`config.mk`:
```
export PLATFORM = sky130hd
export DESIGN_NAME = leaky_integrator_mc
export DESIGN_NICKNAME = d
export VERILOG_FILES = /design/src/rtl/leaky_integrator_mc.sv
export SDC_FILE = /design/constraint.sdc
export NUM_CORES = 2
export LEC_CHECK = 0
export CAP_MARGIN = 15
export CELL_PAD_IN_SITES_DETAIL_PLACEMENT = 0
export CELL_PAD_IN_SITES_GLOBAL_PLACEMENT = 2
export CORE_ASPECT_RATIO = 0.9
export CORE_MARGIN = 3
export CORE_UTILIZATION = 47
export CTS_BUF_LIST = sky130_fd_sc_hd__clkbuf_2 sky130_fd_sc_hd__clkbuf_4 sky130_fd_sc_hd__clkbuf_8
export DETAILED_ROUTE_END_ITERATION = 10
export PLACE_DENSITY_LB_ADDON = 0.08
export SYNTH_ARGS = -nofsm -noshare
export SYNTH_HDL_FRONTEND = slang
export SYNTH_SLANG_ARGS = --single-unit
export TNS_END_PERCENT = 5
```
`constraint.sdc`:
```
create_clock -name Clk -period 19.2 [get_ports Clk]
set_clock_uncertainty 0.2 [all_clocks]
set_input_delay 3.84 -clock Clk [delete_from_list [all_inputs] [get_ports Clk]]
set_output_delay 3.84 -clock Clk [all_outputs]
set_load 0.01 [all_outputs]
```
`src/rtl/leaky_integrator_mc.sv`:
```
// leaky_integrator_mc: multi-channel two-stage leaky integrator, S[n]=x+Alpha*S[n-1], OutSmooth=AlphaCap*S[n]
// Ports: Clk, RESET (async, active-low); LIdvi/LIch/LIclr/InLeaky/Alpha/AlphaCap accept one sample per cycle;
//        LIdvo/OutCh/OutSmooth present the result two cycles later; OvfFlag is a sticky overflow flag.
// Macro LEAKY_INTEGRATOR_SAT_EN: saturate out-of-range sums/products instead of wrapping them.
module leaky_integrator_mc #(
    parameter int WI = 12,
    parameter int WF = 12,
    parameter int NCH = 4,
    localparam int W = WI + WF,
    localparam int CW = (NCH > 1) ? $clog2(NCH) : 1
) (
    input  logic                Clk,
    input  logic                RESET,
    input  logic                LIdvi,
    input  logic [CW-1:0]       LIch,
    input  logic                LIclr,
    input  logic signed [W-1:0] InLeaky,
    input  logic signed [W-1:0] Alpha,
    input  logic signed [W-1:0] AlphaCap,
    output logic                LIdvo,
    output logic [CW-1:0]       OutCh,
    output logic signed [W-1:0] OutSmooth,
    output logic                OvfFlag
);
`ifdef LEAKY_INTEGRATOR_SAT_EN
    localparam bit SAT = 1'b1;
`else
    localparam bit SAT = 1'b0;
`endif
    localparam logic signed [W-1:0] MAX_V = {1'b0, {(W-1){1'b1}}};
    localparam logic signed [W-1:0] MIN_V = {1'b1, {(W-1){1'b0}}};
    localparam logic [CW:0] NCH_V = (CW+1)'(NCH);

    logic signed [W-1:0] st [2**CW];
    logic                v1;
    logic [CW-1:0]       ch1;
    logic signed [W-1:0] x1, ac1, p1;
    logic                acc, p_ovf, s_ovf, o_ovf;
    logic signed [W-1:0] s_prev, p_fit, s2, o_fit;
    logic signed [W:0]   sum;
    logic signed [2*W-1:0] pp, ps, op, os;

    always_comb begin
        acc = LIdvi && ({1'b0, LIch} < NCH_V);
        // stage 2: accumulate and scale
        sum = {x1[W-1], x1} + {p1[W-1], p1};
        s_ovf = sum[W] ^ sum[W-1];
        s2 = (SAT && s_ovf) ? (sum[W] ? MIN_V : MAX_V) : sum[W-1:0];
        op = ac1 * s2;
        os = op >>> WF;
        // realigned product fits only if everything above its sign bit is sign extension
        o_ovf = !(&os[2*W-1:W-1] || ~|os[2*W-1:W-1]);
        o_fit = (SAT && o_ovf) ? (os[2*W-1] ? MIN_V : MAX_V) : os[W-1:0];
        // stage 1: the sum being written this cycle is newer than storage for the same channel
        s_prev = LIclr ? '0 : (v1 && ch1 == LIch) ? s2 : st[LIch];
        pp = Alpha * s_prev;
        ps = pp >>> WF;
        p_ovf = !(&ps[2*W-1:W-1] || ~|ps[2*W-1:W-1]);
        p_fit = (SAT && p_ovf) ? (ps[2*W-1] ? MIN_V : MAX_V) : ps[W-1:0];
    end

    always_ff @(posedge Clk or negedge RESET) begin
        if (!RESET) begin
            for (int i = 0; i < 2**CW; i++) st[i] <= '0;
            v1 <= 1'b0;
            ch1 <= '0;
            x1 <= '0;
            ac1 <= '0;
            p1 <= '0;
            LIdvo <= 1'b0;
            OutCh <= '0;
            OutSmooth <= '0;
            OvfFlag <= 1'b0;
        end else begin
            v1 <= acc;
            LIdvo <= v1;
            OvfFlag <= OvfFlag | (acc & p_ovf) | (v1 & (s_ovf | o_ovf));
            if (acc) begin
                x1 <= InLeaky;
                ch1 <= LIch;
                ac1 <= AlphaCap;
                p1 <= p_fit;
            end
            if (v1) begin
                st[ch1] <= s2;
                OutCh <= ch1;
                OutSmooth <= o_fit;
            end
        end
    end
endmodule

```
==> metrics.txt <==
# TYPE chip_impl_metric gauge
chip_impl_metric{name="post-route-drc-count",unit=""} 0
chip_impl_metric{name="slew_at_the_pin_closest_to_its_max_slew_limit",unit="ns"} 1.16
chip_impl_metric{name="via_per_inst",unit=""} 5.15
chip_impl_metric{name="tritoncts_num_sinks",unit=""} 199
chip_impl_metric{name="timing.critical_path.required",unit="ns"} 19.42
chip_impl_info{name="worstReg2RegEnd",value="OvfFlag"} 1
chip_impl_metric{name="synth.lib_cells_used.distinct",unit=""} 73
chip_impl_info{name="r2r-start",value="x1[8]"} 1
chip_impl_metric{name="finalCritPeriodShare",unit="%"} 71.5
chip_impl_metric{name="die_w",unit="um"} 354
chip_impl_metric{name="grt.total_usage",unit="%"} 24.5
chip_impl_metric{name="dpl_cell_area",unit="um^2"} 54100
chip_impl_metric{name="totalWireLength",unit="mm"} 131
chip_impl_metric{name="ff2ff_path_depth",unit=""} 36
chip_impl_metric{name="ctsLongestPathBuffers",unit=""} 2
chip_impl_metric{name="setup_tns",unit="ns"} 0
chip_impl_metric{name="synth_compound_area_share",unit="%"} 4.18
chip_impl_info{name="setup.worst_path.class",value="in2reg"} 1
chip_impl_metric{name="fp.dieArea",unit="um^2"} 113000
chip_impl_metric{name="design_area",unit="um^2"} 54500
chip_impl_metric{name="timing_max_transition_violations_final",unit=""} 0
chip_impl_metric{name="routed-via-count",unit=""} 34600
chip_impl_metric{name="report.final.hold_viol_count",unit=""} 0
chip_impl_metric{name="die_height",unit="um"} 319
chip_impl_metric{name="ys_seq_elements",unit=""} 199
chip_impl_metric{name="vias_in_the_first_global_route",unit=""} 37600
chip_impl_metric{name="crit_path_max_fanout",unit=""} 29
chip_impl_info{name="min_to",value="st[71]"} 1
chip_impl_metric{name="layout.filler_cells",unit=""} 10300
chip_impl_info{name="min_from",value="st[71]"} 1
chip_impl_metric{name="gp_routability_congestion",unit=""} 0.832
chip_impl_metric{name="synthXorXnorAreaFrac",unit="%"} 2.16
chip_impl_metric{name="number_of_enable_type_register_cells_in_the_synthesized_netlist",unit=""} 0
chip_impl_metric{name="time_the_worst_path_needs_with_i_o_delays_and_setup",unit="ns"} 13.74
chip_impl_metric{name="synth.area.mux_share",unit="%"} 5.07
chip_impl_metric{name="grt_start_max_net_pins",unit=""} 75
chip_impl_info{name="worst_path_max_delay_cell",value="fa_1"} 1
chip_impl_metric{name="worst_hold_slack",unit="ns"} 0.299
chip_impl_metric{name="clk_latency",unit="ns"} 0.58
chip_impl_info{name="most_used_cell_cp",value="fa_1"} 1
chip_impl_metric{name="drt.antenna.violating_nets",unit=""} 0
chip_impl_metric{name="pin_count",unit=""} 106
chip_impl_metric{name="dpl.hpwl",unit="mm"} 107
chip_impl_info{name="ctsRootBufferMaster",value="clkbuf_8"} 1
chip_impl_metric{name="synth.yosys.seq_area_share",unit="%"} 9.73
chip_impl_info{name="dominant_combinational_cell_family_by_area_after_synthesis",value="adder cells"} 1
chip_impl_metric{name="area_growth_syn_to_layout",unit="%"} 6.56
chip_impl_metric{name="cts.clk_slew.worst_paths",unit="ns"} 0.10
chip_impl_metric{name="cts_buffer_count",unit=""} 17
chip_impl_metric{name="globalRoute.totalOverflow",unit=""} 0
chip_impl_metric{name="initial_utilization",unit="%"} 47.5
chip_impl_info{name="synth_top_flop_cell",value="dfrtp_1"} 1
chip_impl_metric{name="drtIter0Drc",unit=""} 1775
chip_impl_metric{name="setup.reg_to_reg.worst_slack",unit="ns"} 7.06
chip_impl_metric{name="portBuffers",unit=""} 105
chip_impl_metric{name="initial_antenna_violation_count",unit=""} 3
chip_impl_metric{name="fin_nets",unit=""} 6839
chip_impl_info{name="cts_tree",value="built"} 1
chip_impl_metric{name="syn_area",unit="um^2"} 51200
chip_impl_metric{name="post_synthesis_net_count",unit=""} 6869
chip_impl_metric{name="grt_pass1_wl",unit="mm"} 214
chip_impl_metric{name="netlist_instances",unit=""} 5294
chip_impl_info{name="cp-start-kind",value="input port"} 1
chip_impl_metric{name="timing.fmax",unit="MHz"} 72.8
chip_impl_metric{name="setup_viol",unit=""} 0
chip_impl_metric{name="min_delay_path_depth",unit=""} 2
chip_impl_metric{name="timing.critical_path.slowest_cell_delay",unit="ns"} 0.83
chip_impl_metric{name="insertedDiodeCount",unit=""} 0
chip_impl_metric{name="cts.htree.levels",unit=""} 4
chip_impl_metric{name="post_synth.cell_area_avg",unit="um^2"} 9.67
chip_impl_info{name="rsz_0062_raised_after_global_routing",value="false"} 1
chip_impl_metric{name="post_drt_wl_per_cell",unit="um"} 19.5
chip_impl_metric{name="utilization",unit="%"} 50.6
chip_impl_metric{name="cts.repair.resized",unit=""} 0
chip_impl_metric{name="synthArstFlopShare",unit="%"} 100
chip_impl_metric{name="design.core.area",unit="um^2"} 108000
chip_impl_info{name="result_of_the_run",value="complete, no violations"} 1
chip_impl_metric{name="synth-simple-area-share",unit="%"} 13.6
chip_impl_info{name="endpoint_kind",value="register"} 1
chip_impl_metric{name="post_route_cells_drive_above_1_share",unit="%"} 7.96
chip_impl_metric{name="cts_post_setup_buffers_inserted",unit=""} 0
chip_impl_metric{name="std_cell_rows",unit=""} 114
chip_impl_metric{name="count_of_yosys_warnings_during_synthesis",unit=""} 0
chip_impl_metric{name="drv_cap",unit=""} 0
chip_impl_metric{name="arrival_time_reported_for_the_critical_path_endpoint",unit="ns"} 13.95
chip_impl_metric{name="timing.slew.headroom",unit="%"} 22.6
chip_impl_metric{name="synth-adder-area-share",unit="%"} 54.4
chip_impl_metric{name="iteration_count_of_the_initial_detailed_routing_pass",unit=""} 5
chip_impl_metric{name="cts_hold_fix_bufs",unit=""} 0
chip_impl_info{name="timing.hold.worst.class",value="reg2reg"} 1
==> cells in the final DEF, fill, tap and decap left out, types with 94 or more instances in the layout <==
cell             synthesis  final
nor2_1                 105    105
dfrtp_1                199    198
ha_1                   284    284
fa_1                  1213   1213
mux2_2                 175    175
a21oi_1                110     94
inv_1                 1210   1210
and2_1                 416    416
buf_4                    0    112
clkdlybuf4s50_1          0    101
nand2_1                762    762
==> metal layers <==
layer	GRT usage [%]	part of all wire [%]
met5	0	0
met4	5.56	2.4
met1	35.0	45
met2	40.3	48
met3	2.84	4.0
==> worst max-delay path: cells and delay by family <==
family	cells	cell delay, ns
and+or+nand+nor	8	1.29
adders and majority gates	8	4.37
AOI/OAI and AO/OA	8	1.56
muxes	1	0.37
buffers and inverters	9	2.33
xor gates and xnor gates	1	0.16
==> kinds of logic after synthesis <==
logic type,after synthesis
simple gates,1455
fa+ha+maj,1497
compound gates,335
mux,207
buf+inv,1475
flops,199
xor+xnor,126
==> area by class of cell <==
type	instances	area [um^2]	share of cell area [%]
clock buffer	18	241	0.443
sequential	199	4980	9.13
clock inverter	14	204	0.374
multi-input combinational	3620	40900	75.0
tap	1450	1810	3.33
timing repair buffer	216	1880	3.44
inverter	1210	4540	8.33
==> synthesized netlist by cell type, drive strengths merged (10+ instances only) <==
library cell  instances  area, um^2
nand2b               23         144
o21ai                68         340
inv                1210        4540
o21bai               12        90.1
xor2                 41         359
nor2                105         394
fa                 1213       24300
mux2                176        1990
mux4                 24         541
and2                416        2600
nand3                17        85.1
or2                  20         125
buf                  19        91.3
nand2               762        2860
a21oi               113         592
nand4                17         121
a21o                 65         488
clkbuf              246         923
ha                  284        3550
and3                 15        93.8
nor3                 18        90.1
nor2b                34         213
dfrtp               199        4980
o21a                 10        75.1
xnor2                85         744
==> stage by stage <==
stage	instances	setup slack, ns
2_1_floorplan	5294	6.50
3_3_place_gp	6695	4.97
3_5_place_dp	6695	4.82
4_1_cts	6727	5.41
5_1_grt	6727	4.88
6_report	6727	5.46
==> worst max path at each step <==
stage	startpoint	end	slack, ns	depth (start not counted)
floorplan	LIch[0]	OvfFlag	6.50	32
global placement	LIch[1]	OvfFlag	4.97	35
detailed placement	LIch[1]	OvfFlag	4.82	35
CTS	LIch[1]	OvfFlag	5.41	35
global route	LIch[1]	OvfFlag	4.88	35
finish	LIch[1]	OvfFlag	5.46	35
==> state kept, by name, summed over array words and instances, names as in the netlist <==
register and count:
LIdvo 1, OutCh 2, OutSmooth 24, OvfFlag 1, ac1 24, ch1 2
p1 24, st 96, v1 1, x1 24
Power is left out: the tool's default activity adds up to more than one toggle a clock period on the data nets, which glitch-free logic cannot reach.
